<file path="src/rtl/timekeeper_pkg.sv">
`default_nettype none
// +----------------------------------------------------------------------+
// | Module      : timekeeper_pkg                                         |
// | Description : Shared types, field limits, request indices and wrap   |
// |               helpers for the VGA clock timekeeping controller.      |
// | Revision    : 1.0 - initial release                                  |
// +----------------------------------------------------------------------+
package timekeeper_pkg;

    typedef enum logic [1:0] {
        DISARMED = 2'd0,
        ARMED    = 2'd1,
        RINGING  = 2'd2,
        DONE     = 2'd3
    } alarm_state_t;

    localparam logic [5:0] SEC_MAX    = 6'd59;
    localparam logic [5:0] MIN_MAX    = 6'd59;
    localparam logic [3:0] HRS_MAX    = 4'd11;
    localparam logic [5:0] AL_STEP    = 6'd10;
    // Last reachable alarm-minute value; the next step carries into hours.
    localparam logic [5:0] AL_MIN_MAX = 6'd50;

    // Pending-request bit positions; a lower index wins arbitration.
    localparam int PEND_W    = 5;
    localparam int PEND_TICK = 0;
    localparam int PEND_SEC  = 1;
    localparam int PEND_MIN  = 2;
    localparam int PEND_HRS  = 3;
    localparam int PEND_AL   = 4;

    function automatic logic [5:0] wrap_inc6(input logic [5:0] v, input logic [5:0] max);
        return (v == max) ? 6'd0 : v + 6'd1;
    endfunction

    function automatic logic [3:0] wrap_inc4(input logic [3:0] v, input logic [3:0] max);
        return (v == max) ? 4'd0 : v + 4'd1;
    endfunction

endpackage
`default_nettype wire

</file>
<file path="src/rtl/timekeeper_ctrl_alarm_fsm.sv">
`default_nettype none
// +----------------------------------------------------------------------+
// | Module      : alarm_fsm                                              |
// | Description : Alarm state machine with ring-duration counter.        |
// |   video_clk, reset : clock, synchronous active-high reset            |
// |   toggle           : al_toggle button pulse                          |
// |   match            : registered time equals alarm time (hh:mm)       |
// |   tick_serviced    : a 1 Hz tick is committed this cycle             |
// |   al_on, alarm     : registered armed / ringing indicators           |
// | Revision    : 1.0 - initial release                                  |
// +----------------------------------------------------------------------+
module alarm_fsm
    import timekeeper_pkg::*;
#(
    parameter int RING_SECONDS = 60
) (
    input  logic video_clk,
    input  logic reset,
    input  logic toggle,
    input  logic match,
    input  logic tick_serviced,
    output logic al_on,
    output logic alarm
);

    localparam logic [5:0] RING_LAST = 6'(RING_SECONDS);

    alarm_state_t state_q, state_d;
    logic [5:0]   ring_q, ring_d;
    logic         al_on_q, alarm_q;

    always_comb begin
        state_d = state_q;
        ring_d  = ring_q;
        if (toggle) begin
            // Toggle overrides every other transition in the same cycle.
            state_d = (state_q == DISARMED) ? ARMED : DISARMED;
        end else begin
            case (state_q)
                ARMED: begin
                    if (match) begin
                        state_d = RINGING;
                        ring_d  = 6'd0;
                    end
                end
                RINGING: begin
                    if (tick_serviced) begin
                        if (ring_q + 6'd1 == RING_LAST) begin
                            state_d = DONE;
                            ring_d  = 6'd0;
                        end else begin
                            ring_d = ring_q + 6'd1;
                        end
                    end
                end
                DONE: begin
                    // Wait for the matched minute to pass before re-arming.
                    if (!match) begin
                        state_d = ARMED;
                    end
                end
                default: ;
            endcase
        end
    end

    // Outputs decode the next state so they change on the same edge as the state.
    always_ff @(posedge video_clk) begin
        if (reset) begin
            state_q <= DISARMED;
            ring_q  <= 6'd0;
            al_on_q <= 1'b0;
            alarm_q <= 1'b0;
        end else begin
            state_q <= state_d;
            ring_q  <= ring_d;
            al_on_q <= (state_d != DISARMED);
            alarm_q <= (state_d == RINGING);
        end
    end

    assign al_on = al_on_q;
    assign alarm = alarm_q;

endmodule
`default_nettype wire

</file>
<file path="src/rtl/timekeeper_ctrl.sv">
`default_nettype none
// +----------------------------------------------------------------------+
// | Module      : timekeeper_ctrl                                        |
// | Description : Time / alarm-time registers, request queue, fixed-     |
// |               priority arbiter and shared incrementer.               |
// |   video_clk, reset        : clock, synchronous active-high reset     |
// |   tick_1hz                : one-cycle pulse per second               |
// |   sec/min/hrs/al_adj      : debounced increment button pulses        |
// |   al_toggle               : arm / disarm / silence button pulse      |
// |   seconds,minutes,hours   : current time                             |
// |   al_minutes, al_hours    : alarm time                               |
// |   al_on, alarm            : armed / ringing                          |
// |   dropped                 : sticky, a request hit a pending source   |
// | Revision    : 1.0 - initial release                                  |
// +----------------------------------------------------------------------+
module timekeeper_ctrl
    import timekeeper_pkg::*;
#(
    parameter int RING_SECONDS = 60
) (
    input  logic       video_clk,
    input  logic       reset,
    input  logic       tick_1hz,
    input  logic       sec_adj,
    input  logic       min_adj,
    input  logic       hrs_adj,
    input  logic       al_adj,
    input  logic       al_toggle,
    output logic [5:0] seconds,
    output logic [5:0] minutes,
    output logic [3:0] hours,
    output logic [5:0] al_minutes,
    output logic [3:0] al_hours,
    output logic       al_on,
    output logic       alarm,
    output logic       dropped
);

    logic [PEND_W-1:0] pend_q, pend_d;
    logic [PEND_W-1:0] req, grant;
    logic [5:0]        seconds_q, seconds_d, minutes_q, minutes_d;
    logic [3:0]        hours_q, hours_d;
    logic [5:0]        al_minutes_q, al_minutes_d;
    logic [3:0]        al_hours_q, al_hours_d;
    logic              dropped_q, dropped_d;
    logic              match;

    always_comb begin
        req            = '0;
        req[PEND_TICK] = tick_1hz;
        req[PEND_SEC]  = sec_adj;
        req[PEND_MIN]  = min_adj;
        req[PEND_HRS]  = hrs_adj;
        req[PEND_AL]   = al_adj;

        // Isolate the lowest set pending bit (highest priority).
        grant = pend_q & (~pend_q + 5'd1);

        // A new pulse on the serviced bit re-sets it rather than being lost.
        pend_d    = (pend_q & ~grant) | req;
        dropped_d = dropped_q | (|(req & pend_q & ~grant));

        seconds_d    = seconds_q;
        minutes_d    = minutes_q;
        hours_d      = hours_q;
        al_minutes_d = al_minutes_q;
        al_hours_d   = al_hours_q;

        if (grant[PEND_TICK]) begin
            seconds_d = wrap_inc6(seconds_q, SEC_MAX);
            if (seconds_q == SEC_MAX) begin
                minutes_d = wrap_inc6(minutes_q, MIN_MAX);
                if (minutes_q == MIN_MAX) begin
                    hours_d = wrap_inc4(hours_q, HRS_MAX);
                end
            end
        end else if (grant[PEND_SEC]) begin
            seconds_d = wrap_inc6(seconds_q, SEC_MAX);
        end else if (grant[PEND_MIN]) begin
            minutes_d = wrap_inc6(minutes_q, MIN_MAX);
        end else if (grant[PEND_HRS]) begin
            hours_d = wrap_inc4(hours_q, HRS_MAX);
        end else if (grant[PEND_AL]) begin
            if (al_minutes_q == AL_MIN_MAX) begin
                al_minutes_d = 6'd0;
                al_hours_d   = wrap_inc4(al_hours_q, HRS_MAX);
            end else begin
                al_minutes_d = al_minutes_q + AL_STEP;
            end
        end
    end

    always_ff @(posedge video_clk) begin
        if (reset) begin
            pend_q       <= '0;
            dropped_q    <= 1'b0;
            seconds_q    <= 6'd0;
            minutes_q    <= 6'd0;
            hours_q      <= 4'd0;
            al_minutes_q <= 6'd0;
            al_hours_q   <= 4'd0;
        end else begin
            pend_q       <= pend_d;
            dropped_q    <= dropped_d;
            seconds_q    <= seconds_d;
            minutes_q    <= minutes_d;
            hours_q      <= hours_d;
            al_minutes_q <= al_minutes_d;
            al_hours_q   <= al_hours_d;
        end
    end

    // Seconds are ignored so the whole matched minute counts as a hit.
    assign match = (hours_q == al_hours_q) && (minutes_q == al_minutes_q);

    alarm_fsm #(
        .RING_SECONDS (RING_SECONDS)
    ) u_alarm_fsm (
        .video_clk     (video_clk),
        .reset         (reset),
        .toggle        (al_toggle),
        .match         (match),
        .tick_serviced (grant[PEND_TICK]),
        .al_on         (al_on),
        .alarm         (alarm)
    );

    assign seconds    = seconds_q;
    assign minutes    = minutes_q;
    assign hours      = hours_q;
    assign al_minutes = al_minutes_q;
    assign al_hours   = al_hours_q;
    assign dropped    = dropped_q;

endmodule
`default_nettype wire

</file>
<file path="config.mk">
export PLATFORM = sky130hd
export DESIGN_NAME = timekeeper_ctrl
export DESIGN_NICKNAME = d
export VERILOG_FILES = /design/src/rtl/timekeeper_pkg.sv /design/src/rtl/timekeeper_ctrl_alarm_fsm.sv /design/src/rtl/timekeeper_ctrl.sv
export SDC_FILE = /design/constraint.sdc
export NUM_CORES = 1
export LEC_CHECK = 0
export CAP_MARGIN = 10
export CORE_AREA = 2 2 72 74
export DETAILED_ROUTE_END_ITERATION = 12
export DIE_AREA = 0 0 74 76
export GPL_ROUTABILITY_DRIVEN = 0
export PLACE_DENSITY = 0.7
export SYNTH_ARGS = -nofsm -noshare
export SYNTH_HDL_FRONTEND = slang
export SYNTH_HIERARCHICAL = 1
export SYNTH_SLANG_ARGS = --single-unit
</file>
<file path="constraint.sdc">
create_clock -name video_clk -period 4.1 [get_ports video_clk]
set_input_delay 1.025 -clock video_clk [delete_from_list [all_inputs] [get_ports video_clk]]
set_output_delay 1.025 -clock video_clk [all_outputs]
set_load 0.02 [all_outputs]
</file>
### Word level (Yosys, flattened, before mapping)

Index checks and enable logic that the tools add are counted.
Widths: inputs -> output; s select.

* flip-flop bits (word level): 42
* input bits: 8
* output and inout bits: 29
* word-level logic and storage cells: 90

* $add $sub $neg: 7
* equality and inequality tests: 18
* multiplexer cells: 28
* bitwise gates (word level): 13
* reductions and logical operators: 13

Operators by type and width (count)
* $mux 6: 12
* $mux 4: 8
* $eq 6x6->1 const B: 4
* $and 5x5->5: 4
* $add 6x1->6 const B: 3
* $pmux 6 s2: 1
* $mux 2: 5
* $not 5->5: 2
* $reduce_and 5->1: 2
* $reduce_bool 2->1: 5
* $add 4x1->4 const B: 2
* $eq 4x4->1 const B: 2
* $add 6x4->6 const B: 1
* $eq 2x2->1 const B: 3
* $eq 6x6->1: 1
* $ne 2x1->1 const B: 3
* $ne 2x2->1 const B: 3
* $pmux 2 s3: 1
* $reduce_and 6->1: 1
* $add 5x1->5 const B: 1
* $not 1->1: 5
* $or 5x5->5: 1
* $reduce_or 5->1: 1
* $eq 4x4->1: 1
* other kinds (7): 7

### Logic depth before layout (Yosys ltp)

Gate-level depths: netlist (run 1).

* depth in word-level cells: 7
* gate-level depth with buffers: 8
* gate-level depth less buffers: 7

### By module

The synthesis (run 1) kept the hierarchy.

By module, submodules not included
* timekeeper_ctrl: times used 1, cells an instance 182, area each 1577.8 µm², sequential area each 620.6 µm²
* alarm_fsm: times used 1, cells an instance 76, area each 606.8 µm², sequential area each 200.2 µm²

### Worst setup path after synthesis (run 1)

OpenSTA, ideal clock, no wires.

* path kind: register to register
* start: register al_hours_q[2] (netlist: al_hours[2])
* end: register u_alarm_fsm.ring_q[5]
* library setup time: 74 ps
* arrival: 2320 ps
* required time: 4026 ps
* path slack: 1706 ps
* stages on the path, launching flop included: 9
* path buffers: 1
* clock period less this slack: 2394 ps
* path through: dfxtp_1 -> xnor2_1 -> nand4_1 -> nor4_1 -> nor2b_1 -> or3_1 -> buf_2 -> or4_1 -> a31oi_1

* longest elaborated chain between the ends: 4

RTL lines
* start: declaration: RTL line timekeeper_ctrl.sv:44 `logic [3:0] al_hours_q, al_hours_d;`
* start signal: assignment: RTL line timekeeper_ctrl.sv:109 `al_hours_q <= al_hours_d;`
* $eq 4x4->1: RTL line timekeeper_ctrl.sv:114 `assign match = (hours_q == al_hours_q) && (minutes_q == al_minutes_q);`
* $logic_and 1x1->1: RTL line timekeeper_ctrl.sv:114
* via match: RTL line timekeeper_ctrl.sv:46 `logic match;`
* $ne 2x1->1 (no line)
* $reduce_and 4->1 (no line)
* end signal: assignment: RTL line timekeeper_ctrl_alarm_fsm.sv:76 `ring_q <= ring_d;`
* end: declaration: RTL line timekeeper_ctrl_alarm_fsm.sv:29 `logic [5:0] ring_q, ring_d;`

The timed path passes the listed nets, and every way through them passes these cells.
A chain may end at the register's enable or synchronous reset.

### Worst setup path after layout (run 1)

* start: input port al_toggle
* end: register u_alarm_fsm.ring_q[5]

* longest elaborated chain between the ends: 2

RTL lines
* start: declaration: RTL line timekeeper_ctrl.sv:28 `input logic al_toggle,`
* $not 1->1 (no line)
* $reduce_and 4->1 (no line)

Every way passes these cells.

==> metrics.txt, run 1 <==
area leader, netlist=dfxtp_1; peak supply drop=0.000157 V; Slew Limit Fails=0; Syn Inst Count=~260; library cells used by synthesis=47; Synth Warn #=6; Vias/cell=between 5 and 6; core area=4910 µm²; die footprint=5620 µm²; site row count=26; Max transition margin=0.566; CP required=4.33 ns; first-pass GRT wire length=8010 µm; antenna violations before repair=0; fmax=between 0.3 and 0.4 GHz; max-cap violation count=0; Synth Register Bits=41; R2R setup slack=1.48 ns; Worst Hold Margin=about 0.48 ns; Synth Net Count=roughly 280; critical path class=in -> reg; Post-CTS Hold Buffers=0; Final Setup Violations=0; Worst-path clk slew=0.07 ns; # resized after CTS=0; synthesis-to-layout area growth=22.8%; clock buffer depth=2; Setup WS pre-CTS=roughly 1.2 ns; fin nets=310; Async SR Flop Fraction=0; Post-CTS Setup Inserts=0; Leakage=0.979 nW; fill cell count=461; post-layout minimum cycle time=~2.6 ns; wire length per cell=12.7 µm; dpl cell area=about 2600 µm²; CP endpoint kind=flop; post-route cell area=2680 µm²; die height=76 µm; Die Width=74 µm; number of routed nets with antenna violations=0; largest cells by area after synthesis=dfxtp_1 38%, ha_1 5.7%, a21oi_1 4.6%; antenna diode count=0; Sink Count=41; DR pass1 iterations=4; initial DRC count=72; Post-synth EDFFs=0; crit-path max FO=7; GRT Total Usage=0.177; DRT Wirelength=4600 µm; Syn Std Cell Area=between 2000 and 2500 µm²; Vias=1913; Avg Synthesized Cell Area=roughly 8.5 µm²; vias in the first global route=1758; largest net degree at the start of global routing=24; Worst EP arrival=2.85 ns; DRC violations left=0; Worst setup SP type=input pin; GRT overflow=0; IO Pins=37; PortBufs=35; area share of the largest cell type after synthesis=0.376; CTS Buf Count=5; Initial Util=0.445; Fin Setup TNS=0 ns; # H-tree levels=2; synth cell count leaders=41 x dfxtp_1, 24 x nor2_1, 23 x nand2_1, 20 x a21oi_1, 15 x nand3_1; predominant post-synthesis flop cell=dfxtp_1; CTS tree=yes; final worst slack=around 1.5 ns; root buf cell=clkbuf_8; hpwl dp=3300 µm; status=finished clean; Tightest Pin Transition=0.646 ns; register area share after synthesis=0.376; hold crit path type=reg -> reg; Clock Latency Late Sink=0.29 ns; period utilization=0.641; Pwr Density=311 nW/µm²; final core occ=0.546; RSZ-0062 raised after global routing=no; most frequent cell after synthesis=dfxtp_1; final hold violations=0; Layout Skew=a little under 0.004 ns; layout cells sized above 1=0.0478
[power breakdown]
group	switching [W]	total [W]	internal (W)
clock network	0.000136	0.000288	0.000152
registers	0.0000210	0.000433	0.000412
logic	0.0000605	0.000113	0.0000525
total	0.000218	0.000834	0.000616
[kinds of logic (layout without fill, tap and decap cells)]
logic type               count (synthesis)  after routing  synth area share
flip-flops                              41             41             0.376
XOR/XNOR                                19             19            0.0762
AND/OR/NAND/NOR                        106            106             0.261
buffers and inverters                   20             55            0.0412
other                                    1              1           0.00172
AO/OA/AOI/OAI                           54             54             0.155
adder cells (fa/ha/maj)                 10             10            0.0573
multiplexers                             7              7            0.0321
[area by class of cell]
class	count	area (µm²)	share of cell area
clock buffers	7	96.3	0.0359
repair buffers	36	358	0.133
multi-input cells	197	1270	0.475
clock inverters	1	5.00	0.00187
inverters	11	41.3	0.0154
flip-flops and latches	41	821	0.306
well taps	70	87.6	0.0326
[final timing paths]
| check | startpoint | endpoint | depth (start not counted) |
|---|---|---|---|
| max | al_toggle | u_alarm_fsm/ring_q[5]$_SDFFE_PP0P_ | 5 |
| min | u_alarm_fsm/ring_q[1]$_SDFFE_PP0P_ | u_alarm_fsm/ring_q[1]$_SDFFE_PP0P_ | 2 |
| max reg2reg | al_hours[2]$_SDFFE_PP0P_ | u_alarm_fsm/ring_q[5]$_SDFFE_PP0P_ | 7 |
| min reg2reg | u_alarm_fsm/ring_q[1]$_SDFFE_PP0P_ | u_alarm_fsm/ring_q[1]$_SDFFE_PP0P_ | 2 |
[critical path, cell delays in order]
cell and delay (ns):
clkdlybuf4s50_1 0.49, nand2b_4 0.19, or3_1 0.45, or4_1 0.53, a31oi_1 0.16
[flip-flops by register name, indices dropped and copies added, names as in the netlist]
signal               cells
dropped                  1
u_alarm_fsm/ring_q       6
hours                    4
minutes                  6
u_alarm_fsm/alarm        1
u_alarm_fsm/state_q      2
al_hours                 4
al_minutes               5
u_alarm_fsm/al_on        1
seconds                  6
pend_q                   5
[per-layer routing]
layer / part of all wire / track usage
met1: 0.47 / 0.234
met2: 0.47 / 0.279
met3: 0.045 / 0.0503
met4: 0.012 / 0.0491
met5: 0 / 0
[stage by stage]
step	cells	power, W
finish	363	0.000834
detailed placement	355	0.000555
global route	363	0.000879
floorplan	258	0.000516
global placement	355	0.000552
CTS	363	0.000847
[cell usage in the layout, fill, tap and decap left out, types with 2 or more instances in the layout]
cell             Yosys  final
dfxtp_1             41     41
clkdlybuf4s50_1      0     35
nor2_1              24     24
nand2_1             23     23
a21oi_1             20     20
nand3_1             15     15
inv_1               11     11
xnor2_1             10     10
ha_1                10     10
xor2_1               9      9
o21ai_0              8      8
or3_1                8      8
mux2i_1              7      7
clkbuf_8             0      7
nand4_1              6      6
a31oi_1              6      6
o31ai_1              6      6
or4_1                5      5
nor2b_1              5      5
nor3_1               5      5
nand3b_1             3      3
nor4_1               2      2
a41oi_1              2      2
o2111ai_1            2      2
Power figures use the tool's default switching activity.
==> run 2, diff against run 1 <==
Clock period 4.1 ns to 2.5 ns, I/O delays scaled along.
==> metrics.txt, run 2 (same netlist as run 1, synthesis figures left out) <==
status=finished clean (unchanged); Reg power frac=0.485 (was 0.519); Post-CTS Hold Buffers=0 (unchanged); family with the most delay on the worst path=simple AND/OR/NAND/NOR gates (unchanged); Final Setup Violations=0 (unchanged); Sink Count=41 (unchanged); leading cell types in the layout, fill and taps excluded=41 x dfxtp_1, 35 x clkdlybuf4s50_1, 24 x nor2_1 (unchanged); final core occ=0.566 (was 0.546); die footprint=5620 µm² (unchanged); Max transition margin=0.580 (was 0.566); final hold violations=0 (unchanged); site row count=26 (unchanged); CP required=2.72 ns (was 4.33 ns); Power Total=0.00146 W (was 0.000834 W); DRC violations left=0 (unchanged); GRT Total Usage=0.181 (was 0.177); dpl cell area=2660 µm² (was 2580 µm²); peak supply drop=0.000388 V (was 0.000157 V); Clock Latency Late Sink=0.29 ns (about the same); # H-tree levels=2 (unchanged); PortBufs=35 (unchanged); DR pass1 iterations=4 (unchanged); leading cell type in the layout, fill and taps excluded=dfxtp_1 (unchanged); post-route cell area=2780 µm² (was 2680 µm²); Vias/cell=5.28 (was 5.27); Fin Setup TNS=0 ns (unchanged); core area=4910 µm² (unchanged); clock buffer depth=2 (unchanged); RSZ-0062 raised after global routing=no (unchanged); Switching Share=0.249 (was 0.261); layout cells sized above 1=0.0792 (was 0.0478); slowest CP cell=or4_1 (unchanged); first-pass GRT wire length=8260 µm (was 8010 µm); synthesis-to-layout area growth=27.2% (was 22.8%); initial DRC count=59 (was 72); post-layout minimum cycle time=2.30 ns; critical path class=reg -> reg (was in -> reg); Post-CTS Setup Inserts=0 (unchanged); met1 global-route usage=0.227 (was 0.234); Layout Skew=0.00884 ns (was 0.00385 ns); # resized after CTS=0 (unchanged); Worst setup SP type=flop (was input pin); root buf cell=clkbuf_8 (unchanged); Psw=0.000363 W (was 0.000218 W); CP endpoint kind=flop (unchanged); Leakage=1.04 nW (was 0.979 nW); Vias=1970 (was 1913); Initial Util=0.445 (unchanged); max-cap violation count=0 (unchanged); CTS Buf Count=5 (unchanged); Worst Path Buf+Inv=1 (unchanged); worst path cell trace=xnor2_1, nand4_1, nor4_2, buf_4, nor2b_1, or3_1, or4_1, a31oi_1 (was clkdlybuf4s50_1, nand2b_4, or3_1, or4_1, a31oi_1); Die Width=74 µm (unchanged); CTS tree=yes (unchanged); antenna diode count=0 (unchanged); Logic pwr share=0.136 (about the same); Worst path max stage delay=0.50 ns (was 0.53 ns); GR peak layer=met2 (unchanged); fin nets=320 (was 310); M2 GR Usage=0.296 (was 0.279); dpl cells=365 (was 355); P_int=0.00110 W (was 0.000616 W); Non-Filler Instances=373 (was 363); Worst EP arrival=2.52 ns (was 2.85 ns); number of routed nets with antenna violations=0 (unchanged); period utilization=0.922; wire length per cell=12.8 µm (was 12.7 µm); Slew Limit Fails=0 (unchanged); Pwr Density=526 nW/µm² (was 311 nW/µm²); die height=76 µm (unchanged); largest net degree at the start of global routing=15 (was 24); GRT overflow=0 (unchanged); vias in the first global route=1869 (was 1758); fill cell count=457 (was 461); IO Pins=37 (unchanged); Tightest Pin Transition=0.624 ns (was 0.646 ns); fmax=around 0.43 GHz; Worst-path clk slew=0.08 ns (was 0.07 ns); hold crit path type=reg -> reg (unchanged); hpwl dp=3500 µm (was 3300 µm); Clk pwr share=0.379 (was 0.346); crit-path max FO=6 (was 7); met3 Usage GRT=0.0503 (unchanged); antenna violations before repair=0 (unchanged); DRT Wirelength=4780 µm (was 4600 µm)
-- run 2: area by class of cell --
class,instances,area [µm²],area share
inverters,11,41.3,0.0149
clock buffers,7,86.3,0.0311
clock inverters,1,30.0,0.0108
well taps,70,87.6,0.0315
multi-input cells,197,1280,0.461
flip-flops and latches,41,821,0.295
repair buffers,46,433,0.156
-- run 2: power by group through the flow --
stage | logic [W] | registers (W) | clock network (W)
2_1_floorplan | 0.000114 | 0.000732 | 0
3_3_place_gp | 0.000196 | 0.000723 | 0
3_5_place_dp | 0.000197 | 0.000724 | 0
4_1_cts | 0.000198 | 0.000708 | 0.000572
5_1_grt | 0.000221 | 0.000714 | 0.000592
6_report | 0.000199 | 0.000709 | 0.000553
-- run 2: worst reg2reg max path, cell delays in order (launching register included) --
cell	delay [ns]
dfxtp_1	0.45
xnor2_1	0.16
nand4_1	0.11
nor4_2	0.25
buf_4	0.16
nor2b_1	0.04
or3_1	0.38
or4_1	0.50
a31oi_1	0.17
-- run 2: layer usage --
layer / vias up / part of all wire
met4: 0 / 0.013
met1: 922 / 0.47
met2: 28 / 0.47
met5: - / 0
met3: 6 / 0.043
li1: 1014 / -
-- run 2: worst paths after layout --
check,start,to,slack [ns],cells past startpoint
hold / removal,u_alarm_fsm/ring_q[1]$_SDFFE_PP0P_,u_alarm_fsm/ring_q[1]$_SDFFE_PP0P_,0.49,2
setup reg to reg,al_minutes[3]$_SDFFE_PP0P_,u_alarm_fsm/ring_q[5]$_SDFFE_PP0P_,0.20,8
setup / recovery,al_minutes[3]$_SDFFE_PP0P_,u_alarm_fsm/ring_q[5]$_SDFFE_PP0P_,0.20,8
hold reg to reg,u_alarm_fsm/ring_q[1]$_SDFFE_PP0P_,u_alarm_fsm/ring_q[1]$_SDFFE_PP0P_,0.49,2
-- run 2: through the flow --
| step | setup WS, ns | hold slack, ns |
|---|---|---|
| 2_1_floorplan | 0.106 | 0.449 |
| 5_1_grt | 0.0124 | 0.519 |
| 6_report | 0.195 | 0.488 |
| 3_5_place_dp | 0.0986 | 0.488 |
| 4_1_cts | 0.114 | 0.499 |
| 3_3_place_gp | 0.123 | 0.464 |
==> run 3, diff against run 2 <==
Settings changed: PLACE_DENSITY 0.7 to 0.72.
Clock period 2.5 ns to 1.9 ns, I/O delays scaled along.
==> metrics.txt, run 3 (same netlist as run 1, synthesis figures left out) <==
hpwl dp=3750 µm (was 3500 µm); fill cell count=413 (was 457); vias in the first global route=1961 (was 1869); Leakage=1.31 nW (was 1.04 nW); CP endpoint kind=flop (unchanged); post-layout minimum cycle time=1.98 ns (was 2.30 ns); DR pass1 iterations=4 (unchanged); DRT Wirelength=5210 µm (was 4780 µm); Final Setup Violations=2 (was 0); status=finished with violations (was finished clean); antenna diode count=0 (unchanged); final hold violations=0 (unchanged); Pwr Density=607 nW/µm² (was 526 nW/µm²); wire length per cell=12.8 µm (about the same); Initial Util=0.445 (unchanged); Vias/cell=5.19 (was 5.28); GRT overflow=0 (unchanged); first-pass GRT wire length=8650 µm (was 8260 µm); DRC violations left=0 (unchanged); Clock Latency Late Sink=0.30 ns (was 0.29 ns); antenna violations before repair=0 (unchanged); die height=76 µm (unchanged); leading cell type in the layout, fill and taps excluded=buf_4 (was dfxtp_1); largest net degree at the start of global routing=16 (was 15); Non-Filler Instances=406 (was 373); Worst-path clk slew=0.08 ns (about the same); CTS tree=yes (unchanged); die footprint=5620 µm² (unchanged); clock buffer depth=2 (unchanged); leading cell types in the layout, fill and taps excluded=43 x buf_4, 30 x clkdlybuf4s50_1, 24 x nor2_1 (was 41 x dfxtp_1, 35 x clkdlybuf4s50_1, 24 x nor2_1); Worst Hold Margin=0.486 ns (was 0.488 ns); hold crit path type=reg -> reg (unchanged); CTS Buf Count=5 (unchanged); crit-path max FO=2 (was 6); fin nets=353 (was 320); Die Width=74 µm (unchanged); final worst slack=-0.0814 ns (was 0.195 ns); Layout Skew=0.00271 ns (was 0.00884 ns); GR peak layer=met2 (unchanged); Vias=2107 (was 1970); peak supply drop=0.000360 V (was 0.000388 V); initial DRC count=48 (was 59); max-cap violation count=0 (unchanged); number of routed nets with antenna violations=0 (unchanged); critical path class=reg -> reg (unchanged); # H-tree levels=2 (unchanged); Sink Count=41 (unchanged); R2R setup slack=-0.08 ns (was 0.20 ns); period utilization=1.04 (was 0.922); Worst setup SP type=flop (unchanged); dpl cells=395 (was 365); site row count=26 (unchanged); Worst EP arrival=2.21 ns (was 2.52 ns); M2 GR Usage=0.314 (was 0.296); synthesis-to-layout area growth=45.6% (was 27.2%); met3 Usage GRT=0.0397 (was 0.0503); met1 global-route usage=0.250 (was 0.227); IO Pins=37 (unchanged); core area=4910 µm² (unchanged); CP required=2.13 ns (was 2.72 ns); fmax=0.505 GHz (was 0.434 GHz); Slew Limit Fails=0 (unchanged); PortBufs=35 (unchanged); layout cells sized above 1=0.268 (was 0.0792); RSZ-0062 raised after global routing=yes (was no); GRT Total Usage=0.193 (was 0.181); failing checks=negative setup slack; root buf cell=clkbuf_8 (unchanged)
run 3: changes by cell type in the layout (fill, tap and decap cells not counted), sizes merged:
cell	delta
dlygate4sd2	+1
clkdlybuf4s50	-5
bufinv	-1
dlymetal6s2s	+4
clkbuf	+1
buf	+33
run 3: final cells by class:
type,count,area (µm²),area share
sequential,41,885,0.278
clock buffer,8,111,0.0350
inverter,11,41.3,0.0130
timing repair buffer,79,693,0.218
tap,70,87.6,0.0275
multi-input combinational,197,1360,0.428
run 3: path summary, 6_finish.rpt:
path | from | depth (start not counted) | to
worst max-delay path | al_minutes[4]$_SDFFE_PP0P_ | 7 | u_alarm_fsm/ring_q[5]$_SDFFE_PP0P_
worst min-delay path | u_alarm_fsm/ring_q[1]$_SDFFE_PP0P_ | 2 | u_alarm_fsm/ring_q[1]$_SDFFE_PP0P_
worst max register to register | al_minutes[4]$_SDFFE_PP0P_ | 7 | u_alarm_fsm/ring_q[5]$_SDFFE_PP0P_
worst min register to register | u_alarm_fsm/ring_q[1]$_SDFFE_PP0P_ | 2 | u_alarm_fsm/ring_q[1]$_SDFFE_PP0P_
run 3: critical path, stage by stage, from the launching register on:
cell and delay, ns:
dfxtp_4 0.36, xnor2_2 0.16, nand4_1 0.16, nor4_4 0.27, nor2b_1 0.11, or3_4 0.33
or4_1 0.41, a31oi_1 0.13
run 3: metal layers:
metal,vias to the layer above,part of all wire
li1,1080,-
met1,977,0.46
met2,42,0.49
met3,8,0.040
met4,0,0.012
met5,-,0
run 3: metrics by stage:
stage / power, W / TNS, ns / utilization / area, µm² / worst slack [ns]
6_report: 0.00193 / -0.106 / 0.647 / 3180 / -0.0814
5_1_grt: 0.00202 / -0.797 / 0.647 / 3180 / -0.196
4_1_cts: 0.00191 / -0.0857 / 0.630 / 3100 / -0.0857
3_5_place_dp: 0.00122 / -0.406 / 0.601 / 2950 / -0.221
3_3_place_gp: 0.00122 / -0.244 / 0.601 / 2950 / -0.186
2_1_floorplan: 0.00110 / -0.118 / - / 2260 / -0.118
run 3: where the power goes:
part | internal [W] | total, W | switching [W]
Sequential | 0.000870 | 0.000897 | 0.0000277
Clock | 0.000376 | 0.000685 | 0.000310
Combinational | 0.000176 | 0.000347 | 0.000171
Total | 0.00142 | 0.00193 | 0.000509
run 3: what timing repair did:
action | 4_1_cts | 5_1_grt
resized for setup | 5 | 16
buffers inserted | 1 | 2
setup endpoints to repair | 4 | 15
endpoints found under the hold margin | 0 | 0
pin swaps | 2 | 10
hold buffers | 0 | 0
